**src/rtl/ctrl_rst_seq.sv**
```systemverilog
`default_nettype none
// ============================================================================
// Module   : ctrl_rst_seq
// Purpose  : Reset sequencer. Waits for a stable clock-generator lock,
//            releases the SDRAM controller reset, waits for SDRAM init,
//            then releases the CPU/chipset reset. Loss of lock at any point
//            re-asserts every reset and restarts the sequence.
// Ports    : clk             - system clock, rising edge
//            rst             - synchronous active-high reset
//            pll_locked      - asynchronous lock flag (synchronized here)
//            sdram_init_done - SDRAM controller init-complete level
//            sw_rst_req      - single-cycle soft reset (CPU only, RUN only)
//            rst_sdram       - SDRAM controller reset, active high
//            rst_cpu         - CPU/chipset reset, active high
//            rst_ready       - high only while in RUN
//            init_err        - sticky SDRAM init timeout flag
//            lock_loss_cnt   - saturating count of lock losses
// Revision : 1.0 - initial release
// ============================================================================
module ctrl_rst_seq #(
   parameter int LOCK_STABLE = 1024,
   parameter int INIT_TMO    = 65535,
   parameter int CPU_DLY     = 256,
   parameter int CW          = 16
) (
   input  logic       clk,
   input  logic       rst,
   input  logic       pll_locked,
   input  logic       sdram_init_done,
   input  logic       sw_rst_req,
   output logic       rst_sdram,
   output logic       rst_cpu,
   output logic       rst_ready,
   output logic       init_err,
   output logic [7:0] lock_loss_cnt
);

   typedef enum logic [2:0] {
      S_WAIT_LOCK  = 3'd0,
      S_STABLE     = 3'd1,
      S_SDRAM_INIT = 3'd2,
      S_CPU_DLY    = 3'd3,
      S_RUN        = 3'd4
   } state_t;

   // Terminal counts: the counter is cleared on every state entry, so a
   // wait of N cycles ends when it reads N-1.
   localparam logic [CW-1:0] c_ls_term  = CW'(LOCK_STABLE - 1);
   localparam logic [CW-1:0] c_tmo_term = CW'(INIT_TMO - 1);
   localparam logic [CW-1:0] c_cpu_term = CW'(CPU_DLY - 1);
   localparam logic [CW-1:0] c_cnt_one  = CW'(1);

   state_t        r_state;
   state_t        w_state_nx;
   logic [CW-1:0] r_cnt;
   logic [CW-1:0] w_cnt_nx;
   logic          r_sync1;
   logic          r_sync2;
   logic          w_locked_s;
   logic          w_rst_sdram_nx;
   logic          w_rst_cpu_nx;
   logic          w_rst_ready_nx;
   logic          w_init_err_nx;
   logic [7:0]    w_lock_loss_cnt_nx;

   assign w_locked_s = r_sync2;

   // 2-FF synchronizer; the only consumer of pll_locked.
   always_ff @(posedge clk) begin
      if (rst) begin
         r_sync1 <= 1'b0;
         r_sync2 <= 1'b0;
      end else begin
         r_sync1 <= pll_locked;
         r_sync2 <= r_sync1;
      end
   end

   // State, counter and all outputs are registered so every output changes
   // on the same edge as the transition that causes it.
   always_ff @(posedge clk) begin
      if (rst) begin
         r_state       <= S_WAIT_LOCK;
         r_cnt         <= '0;
         rst_sdram     <= 1'b1;
         rst_cpu       <= 1'b1;
         rst_ready     <= 1'b0;
         init_err      <= 1'b0;
         lock_loss_cnt <= 8'd0;
      end else begin
         r_state       <= w_state_nx;
         r_cnt         <= w_cnt_nx;
         rst_sdram     <= w_rst_sdram_nx;
         rst_cpu       <= w_rst_cpu_nx;
         rst_ready     <= w_rst_ready_nx;
         init_err      <= w_init_err_nx;
         lock_loss_cnt <= w_lock_loss_cnt_nx;
      end
   end

   always_comb begin
      w_state_nx         = r_state;
      w_cnt_nx           = r_cnt;
      w_rst_sdram_nx     = rst_sdram;
      w_rst_cpu_nx       = rst_cpu;
      w_rst_ready_nx     = rst_ready;
      w_init_err_nx      = init_err;
      w_lock_loss_cnt_nx = lock_loss_cnt;

      // Lock loss outranks timeout, terminal counts and soft reset.
      if ((r_state != S_WAIT_LOCK) && !w_locked_s) begin
         w_state_nx     = S_WAIT_LOCK;
         w_cnt_nx       = '0;
         w_rst_sdram_nx = 1'b1;
         w_rst_cpu_nx   = 1'b1;
         w_rst_ready_nx = 1'b0;
         if (lock_loss_cnt != 8'hFF) begin
            w_lock_loss_cnt_nx = lock_loss_cnt + 8'd1;
         end
      end else begin
         case (r_state)
            S_WAIT_LOCK: begin
               w_rst_sdram_nx = 1'b1;
               w_rst_cpu_nx   = 1'b1;
               w_rst_ready_nx = 1'b0;
               if (w_locked_s) begin
                  w_state_nx = S_STABLE;
                  w_cnt_nx   = '0;
               end
            end
            S_STABLE: begin
               if (r_cnt == c_ls_term) begin
                  w_state_nx     = S_SDRAM_INIT;
                  w_cnt_nx       = '0;
                  w_rst_sdram_nx = 1'b0;
               end else begin
                  w_cnt_nx = r_cnt + c_cnt_one;
               end
            end
            S_SDRAM_INIT: begin
               if (sdram_init_done) begin
                  w_state_nx = S_CPU_DLY;
                  w_cnt_nx   = '0;
               end else if (r_cnt == c_tmo_term) begin
                  // Retry: put the SDRAM controller back in reset and
                  // re-run the lock-stable wait before releasing again.
                  w_state_nx     = S_STABLE;
                  w_cnt_nx       = '0;
                  w_init_err_nx  = 1'b1;
                  w_rst_sdram_nx = 1'b1;
               end else begin
                  w_cnt_nx = r_cnt + c_cnt_one;
               end
            end
            S_CPU_DLY: begin
               if (r_cnt == c_cpu_term) begin
                  w_state_nx     = S_RUN;
                  w_cnt_nx       = '0;
                  w_rst_cpu_nx   = 1'b0;
                  w_rst_ready_nx = 1'b1;
               end else begin
                  w_cnt_nx = r_cnt + c_cnt_one;
               end
            end
            S_RUN: begin
               // Soft reset touches only the CPU side; SDRAM stays out of reset.
               if (sw_rst_req) begin
                  w_state_nx     = S_CPU_DLY;
                  w_cnt_nx       = '0;
                  w_rst_cpu_nx   = 1'b1;
                  w_rst_ready_nx = 1'b0;
               end
            end
            default: begin
               w_state_nx     = S_WAIT_LOCK;
               w_cnt_nx       = '0;
               w_rst_sdram_nx = 1'b1;
               w_rst_cpu_nx   = 1'b1;
               w_rst_ready_nx = 1'b0;
            end
         endcase
      end
   end

endmodule
`default_nettype wire
```
**config.mk**
```make
export PLATFORM = sky130hd
export DESIGN_NAME = ctrl_rst_seq
export DESIGN_NICKNAME = d
export VERILOG_FILES = /design/src/rtl/ctrl_rst_seq.sv
export SDC_FILE = /design/constraint.sdc
export NUM_CORES = 1
export LEC_CHECK = 0
export BUFFER_PORTS_ARGS = -buffer_cell sky130_fd_sc_hd__buf_2
export CORE_ASPECT_RATIO = 0.75
export CORE_UTILIZATION = 52
export DETAILED_ROUTE_END_ITERATION = 8
export PLACE_DENSITY = 0.71
export SETUP_SLACK_MARGIN = 0.02
export SLEW_MARGIN = 20
export SYNTH_ARGS = -nofsm -noshare
export SYNTH_HDL_FRONTEND = slang
export SYNTH_SLANG_ARGS = --single-unit
```
**constraint.sdc**
```tcl
create_clock -name clk -period 5.3 [get_ports clk]
set_input_delay 1.06 -clock clk [delete_from_list [all_inputs] [get_ports clk]]
set_output_delay 1.06 -clock clk [all_outputs]
set_load 0.01 [all_outputs]
```
==> out/results.tsv, run 1 <==
stage	metric	value	unit
run_status	status	complete, no violations	
synthesis	synth_edf_count	0	
power	p_leak	0.729	nW
sta	finalHoldViolCount	0	
placement	numPortBuffers	16	
drt	wl	3880	um
sta	final-setup-viol-count	0	
job	drv_cap	0	
clocking	cts.clk_slew.worst_paths	60	ps
drt	drtPass1Iterations	4	
synthesis	synth_top_family_by_area	simple AND/OR/NAND/NOR gates	
sta	max-slew-margin-rel	51.9	%
final_layout	final_util	62.8	%
critical_path	crit_type	input port to register	
synthesis	yosysTopAreaCellShare	37.8	%
min_path	hold_class	register to register	
drt	ant_nets	0	
critical_path	required	5510	ps
power	switching_share	33.9	%
sta	fmax	409	MHz
clocking	h-tree-depth	2	
clocking	root_buffer	clkbuf_8	
synthesis	ys_seq_elements	33	
global_routing	grt_pass1_wl	6300	um
drt	avgRoutedWirePerCell	15.0	um
sta	fin_tns_setup	0	ps
synthesis	synth-compound-area-share	15.3	%
final_layout	diodes	0	
sta	worst_clock_skew	4.68	ps
sta	worst_slew_pin_slew	718	ps
synthesis	syn-instance-count	205	
final_layout	final_cell_count_no_fill	259	
synthesis	synthAdderAreaFrac	2.15	%
drt	drtIter0Drc	146	
floorplanning	start_util	57.1	%
floorplanning	die_x	68.9	um
synthesis	syn_nets	213	
synthesis	synth.distinct_cells	48	
placement	hpwl	2750	um
synthesis	ys_seq_area_share	37.8	%
power	peakVddDrop	242	uV
power	powerDensity	316	nW/um^2
floorplanning	fp.coreArea	3060	um^2
clocking	cts_tree	yes	
power	finalPower	0.000608	W
power	p_int	0.000402	W
clocking	cts_setup_buffers	0	
drt	routed_via_density	6.09	
global_routing	grt_overflow_total	0	
clocking	cts_made_buffers	5	
synthesis	synth-simple-area-share	33.0	%
power	switchingPower	0.000206	W
synthesis	synthArstFlopShare	0	%
floorplanning	die_h	52.2	um
critical_path	arrival	2660	ps
global_routing	antenna_found_initial	0	
synthesis	muxShareOfSynthArea	1.15	%
final_layout	fillCellCount	268	
global_routing	grtUsageTotal	24.4	%
final_layout	drive_gt1_share	14.9	%
critical_path	worstSetupEndpointType	register	
global_routing	grt_pass1_vias	1364	
clocking	worst_skew_pair.late_latency	290	ps
clocking	clock_sinks	33	
floorplanning	boundaryPins	17	
synthesis	synth_largest_area_cell	dfxtp_1	
power	combPwrFrac	25.0	%
floorplanning	die_area	3600	um^2
drt	num_vias	1578	
synthesis	ys.warnings.count	0	
critical_path	startpoint_type	input port	
synthesis	syn_area	1750	um^2
power	pwr-share-seq	46.5	%
drt	drc	0	
sta	grt_setup_unrepaired	no	
clocking	postCtsHoldBufs	0	
synthesis	synthTopCellsByArea	dfxtp_1, nor2_1, xnor2_1, nand2_1, xor2_1	
sta	period_needed	2440	ps
floorplanning	placementRows	17	
clocking	post_cts_resized	0	
placement	gp_congestion	0.866	
global_routing	grt_max_degree	17	
synthesis	synth_xor_area_share	8.52	%
final_layout	design.final.nets	230	
synthesis	synthFlopType	dfxtp_1	
synthesis	avgSynthCellArea	8.53	um^2
final_layout	synthToLayoutAreaGrowth	10.1	%
placement	dp_cells	253	
clocking	clockBufferDepth	2	
sta	min_period_over_period	46.1	%
critical_path	path_max_fanout	16	
power	power_frac_clock	28.6	%
sta	drv_slew	0	
## cell type report
class / instances / area (um^2) / share of cell area, %
Multi-Input combinational cell: 163 / 1050 / 54.6
Sequential cell: 33 / 661 / 34.3
Timing Repair Buffer: 16 / 80.1 / 4.16
Clock buffer: 5 / 68.8 / 3.58
Tap cell: 38 / 47.5 / 2.47
Inverter: 3 / 11.3 / 0.585
Clock inverter: 1 / 5.00 / 0.260
## routing by layer
metal	GRT usage [%]	part of all wire, %	vias to the layer above
li1	-	-	773
met1	33.2	49	752
met2	36.6	44	49
met3	6.52	6.2	4
met4	9.18	0.95	0
met5	0	0	-
## final timing paths
| kind | start | endpoint | slack, ps | cells after the start |
|---|---|---|---|---|
| worst min register to register | r_sync1 | r_sync2 | 450 | 1 |
| worst min-delay path | r_sync1 | r_sync2 | 450 | 1 |
| worst max-delay path | rst | r_cnt[15] | 2860 | 5 |
| worst max register to register | r_cnt[10] | r_cnt[4] | 3250 | 5 |
## logic make-up (layout without fill, tap and decap cells)
kind of cell	Yosys count	after routing
mux	2	2
fa+ha+maj	3	3
compound gates	38	38
flops	33	33
xor+xnor	17	17
simple gates	103	103
buf+inv	9	25
## power by group through the flow
stage,Sequential (W),Clock (W),Combinational (W)
finish,0.000282,0.000174,0.000152
detailed placement,0.000288,0,0.000150
floorplan,0.000286,0,0.000115
global route,0.000285,0.000187,0.000172
CTS,0.000282,0.000179,0.000151
global placement,0.000286,0,0.000146
## cell usage after synthesis, types with 2 or more instances
| cell type | count |
|---|---|
| o21ai_0 | 10 |
| clkbuf_1 | 4 |
| xor2_1 | 8 |
| nand2_1 | 19 |
| nand4_1 | 8 |
| a21oi_1 | 6 |
| and2_1 | 2 |
| o22ai_1 | 3 |
| ha_1 | 3 |
| and4_1 | 2 |
| nor4_4 | 2 |
| inv_1 | 3 |
| nand2b_1 | 2 |
| or4_1 | 4 |
| nor2_1 | 28 |
| o211ai_1 | 4 |
| nand3_1 | 7 |
| and3_1 | 7 |
| nand3b_1 | 2 |
| mux2i_1 | 2 |
| dfxtp_1 | 33 |
| or2_2 | 2 |
| a31oi_1 | 4 |
| buf_2 | 2 |
| xnor2_1 | 9 |
| nor3_1 | 5 |
| nor2b_1 | 3 |
## cell usage in the layout, fill, tap and decap left out, types with 4 or more instances in the layout
| cell | Yosys | final |
|---|---|---|
| dfxtp_1 | 33 | 33 |
| nor2_1 | 28 | 28 |
| nand2_1 | 19 | 19 |
| buf_2 | 2 | 16 |
| o21ai_0 | 10 | 10 |
| xnor2_1 | 9 | 9 |
| xor2_1 | 8 | 8 |
| nand4_1 | 8 | 8 |
| and3_1 | 7 | 7 |
| nand3_1 | 7 | 7 |
| a21oi_1 | 6 | 6 |
| nor3_1 | 5 | 5 |
| clkbuf_8 | 0 | 5 |
| a31oi_1 | 4 | 4 |
| or4_1 | 4 | 4 |
| o211ai_1 | 4 | 4 |
## flip-flops by register name, indices dropped and copies added (netlist names)
signal,count
r_cnt,16
lock_loss_cnt,8
r_sync2,1
rst_sdram,1
rst_ready,1
rst_cpu,1
r_state,3
r_sync1,1
init_err,1
## worst max-delay path, stage by stage
cell      delay, ps
buf_2           190
or4b_1          540
a21oi_1         500
nor2_2          150
o211ai_1        220
## stage by stage
step / cell area [um^2] / hold WS (ps) / setup slack (ps)
floorplan: 1750 / 414 / 3040
global placement: 1850 / 427 / 2690
detailed placement: 1850 / 434 / 2550
CTS: 1920 / 449 / 2840
global route: 1920 / 475 / 2680
finish: 1920 / 453 / 2860
No activity file was read; power rests on OpenSTA's default activity.
==> run 2: changes to the inputs <==
--- a/config.mk
+++ b/config.mk
@@ -5,11 +5,12 @@
 export SDC_FILE = /design/constraint.sdc
 export NUM_CORES = 1
 export LEC_CHECK = 0
+export ABC_AREA = 1
 export BUFFER_PORTS_ARGS = -buffer_cell sky130_fd_sc_hd__buf_2
 export CORE_ASPECT_RATIO = 0.75
 export CORE_UTILIZATION = 52
 export DETAILED_ROUTE_END_ITERATION = 8
-export PLACE_DENSITY = 0.71
+export PLACE_DENSITY = 0.74
 export SETUP_SLACK_MARGIN = 0.02
 export SLEW_MARGIN = 20
 export SYNTH_ARGS = -nofsm -noshare
==> constraint.sdc (replaced) <==
create_clock -name clk -period 2 [get_ports clk]
set_input_delay 0.4 -clock clk [delete_from_list [all_inputs] [get_ports clk]]
set_output_delay 0.4 -clock clk [all_outputs]
set_load 0.01 [all_outputs]
==> out/results.tsv, run 2 <==
stage	metric	value	unit	change
run_status	status	complete, no violations		
synthesis	synth_common_cells	nand2_1, nor2_1, inv_1, dfxtp_1, nand3_1		
critical_path	required	2220	ps	-3290 ps
drt	drtPass1Iterations	4		unchanged
min_path	hold_class	input port to register		
sta	min_period_over_period	90.6	%	
sta	worst_clock_skew	8.93	ps	+4.24 ps
clocking	postCtsHoldBufs	0		unchanged
final_layout	layout_commonest_cell	nand2_1		
job	drv_cap	0		unchanged
synthesis	ys.warnings.count	0		unchanged
critical_path	worstSetupEndpointType	register		
global_routing	grt_max_degree	14		-3
floorplanning	placementRows	18		+1
drt	routed_via_density	5.20		-15%
synthesis	syn-instance-count	295		+44%
final_layout	final_area	2100	um^2	+8.9%
placement	numPortBuffers	16		unchanged
placement	hpwl	3110	um	+13%
floorplanning	start_util	56.3	%	-0.77 points
sta	worst_slew_pin_slew	418	ps	-300 ps
drt	ant_nets	0		unchanged
critical_path	worstRegToRegCells	9		+4
floorplanning	fp.coreArea	3380	um^2	+10%
synthesis	synth.distinct_cells	30		-38%
critical_path	arrival	2030	ps	-630 ps
sta	fmax	552	MHz	
sta	fin_tns_setup	0	ps	unchanged
final_layout	drive_gt1_share	13.3	%	-1.6 points
clocking	h-tree-depth	2		unchanged
floorplanning	die_h	54.4	um	+4.1%
final_layout	largestRegisters	r_cnt (16), lock_loss_cnt (8), r_state (3)		
sta	grt_setup_unrepaired	no		
final_layout	largest_reg_flops	16		unchanged
final_layout	synthToLayoutAreaGrowth	10.2	%	about the same
placement	gp_congestion	0.858		-0.84%
final_layout	multi_input_area	1050	um^2	+0.24%
clocking	clockBufferDepth	2		unchanged
clocking	root_buffer	clkbuf_8		
placement	place_area	2010	um^2	+8.5%
synthesis	synthArstFlopShare	0	%	unchanged
clocking	cts_made_buffers	5		unchanged
sta	period_needed	1810	ps	
synthesis	synth_largest_area_cell	dfxtp_1		
critical_path	startpoint_type	register		
global_routing	antenna_found_initial	0		unchanged
final_layout	final_cell_mix	nand2_1, nor2_1, inv_1		
critical_path	path_max_fanout	11		-5
clocking	cts.clk_slew.worst_paths	70	ps	about the same
power	powerDensity	1020	nW/um^2	+220%
drt	drc	0		unchanged
power	p_leak	0.937	nW	+29%
critical_path	r2r_start	r_cnt[0]		
critical_path	crit_end	r_state[2]		
floorplanning	die_area	3910	um^2	+8.5%
floorplanning	boundaryPins	17		unchanged
final_layout	registers.top_by_ff_count	r_cnt		
final_layout	regArea	661	um^2	unchanged
final_layout	fillCellCount	314		+17%
final_layout	design.final.nets	323		+40%
synthesis	ys_seq_elements	33		unchanged
clocking	worst_skew_pair.late_latency	290	ps	about the same
synthesis	syn_area	1900	um^2	+8.8%
critical_path	crit_start	r_cnt[0]		
global_routing	grt_pass1_wl	7020	um	+11%
drt	wl	4090	um	+5.4%
synthesis	yosysMostFrequentCell	nand2_1		
global_routing	grt_pass1_vias	1532		+12%
final_layout	diodes	0		unchanged
sta	holdWs	324	ps	-129 ps
power	peakVddDrop	1100	uV	+360%
synthesis	synth_edf_count	0		unchanged
clocking	cts_tree	yes		
critical_path	r2r_end	r_state[2]		
global_routing	grt_overflow_total	0		unchanged
placement	dp_slack	210	ps	-2340 ps
synthesis	yosysTopAreaCellShare	34.7	%	-3.1 points
critical_path	crit_type	register to register		
sta	finalHoldViolCount	0		unchanged
synthesis	avgSynthCellArea	6.45	um^2	-24%
sta	final-setup-viol-count	0		unchanged
sta	max-slew-margin-rel	72.1	%	+20 points
global_routing	grtUsageTotal	23.5	%	-0.92 points
synthesis	syn_nets	303		+42%
synthesis	synthTopCellsByArea	dfxtp_1, nand2_1, nor2_1, inv_1, nand3_1		
synthesis	synthFlopType	dfxtp_1		
drt	num_vias	1851		+17%
sta	drv_slew	0		unchanged
critical_path	reg2reg_slack	190	ps	-3060 ps
drt	drtIter0Drc	134		-8.2%
sta	fin_ws	188	ps	-2670 ps
drt	avgRoutedWirePerCell	11.5	um	-23%
clocking	clock_sinks	33		unchanged
floorplanning	die_x	71.8	um	+4.2%
synthesis	ys_seq_area_share	34.7	%	-3.1 points
[run 2: cell count changes in the layout (fill, tap and decap cells not counted), sizes merged, moves of 5 or more]
cell,change
and3,-6
nor2,+22
xnor2,-7
a21oi,+7
inv,+38
nand2,+63
or4,-5
nand3,+14
[run 2: logic make-up (layout without fill, tap and decap cells)]
| family | Yosys count | count (layout) | synth area share [%] |
|---|---|---|---|
| AOI/OAI and AO/OA | 33 | 33 | 9.54 |
| adders and majority gates | 3 | 3 | 1.97 |
| buffers and inverters | 46 | 67 | 10.1 |
| xor gates and xnor gates | 9 | 9 | 4.14 |
| DFF | 33 | 33 | 34.7 |
| and+or+nand+nor | 171 | 171 | 39.5 |
[run 2: repair_timing]
action,in CTS,in global routing
resized for setup,0,1
endpoints found under the setup margin,0,3
setup buffers,0,0
[run 2: power by group]
part	total, W	leakage, nW	internal [W]	switching, W
clock network	0.000483	0.0450	0.000241	0.000242
logic	0.000860	0.625	0.000263	0.000598
registers	0.000797	0.267	0.000726	0.0000712
[run 2: stage by stage]
step                      util [%]  power, W  instances
final                         62.0   0.00214        356
after CTS                     61.9   0.00214        356
after floorplan                  -   0.00150        295
after global placement        59.4   0.00166        348
after global routing          62.0   0.00230        356
after detailed placement      59.4   0.00166        348
[run 2: cell type report]
class / count / share of cell area [%]
clock inverters: 2 / 0.478
well taps: 40 / 2.39
flip-flops and latches: 33 / 31.5
clock buffers: 6 / 3.46
inverters: 41 / 7.34
repair buffers: 18 / 4.54
multi-input cells: 216 / 50.3
[run 2: worst min path at each step]
stage	startpoint	endpoint	slack, ps	cells past startpoint
after CTS	pll_locked	r_sync1	320	3
after global routing	pll_locked	r_sync1	320	3
after detailed placement	r_sync1	r_sync2	400	2
final	pll_locked	r_sync1	320	3
after global placement	r_sync1	r_sync2	400	2
after floorplan	r_sync1	r_sync2	390	2
[run 2: routing by layer]
layer	vias up	GRT usage, %	part of all wire (%)
met1	816	34.5	52
met3	7	4.97	7.3
met2	59	34.9	39
met5	-	0	0
li1	969	-	-
met4	0	5.88	1.1
[run 2: critical path, stage by stage, from the launching register on]
cell and delay [ps]:
dfxtp_1 460, ha_1 250, nand3_2 150, nor2_4 170, nand2_2 70, nand2_2 110, nand2_2 70, nor2_4 290
nor2_1 70, nor2_1 90
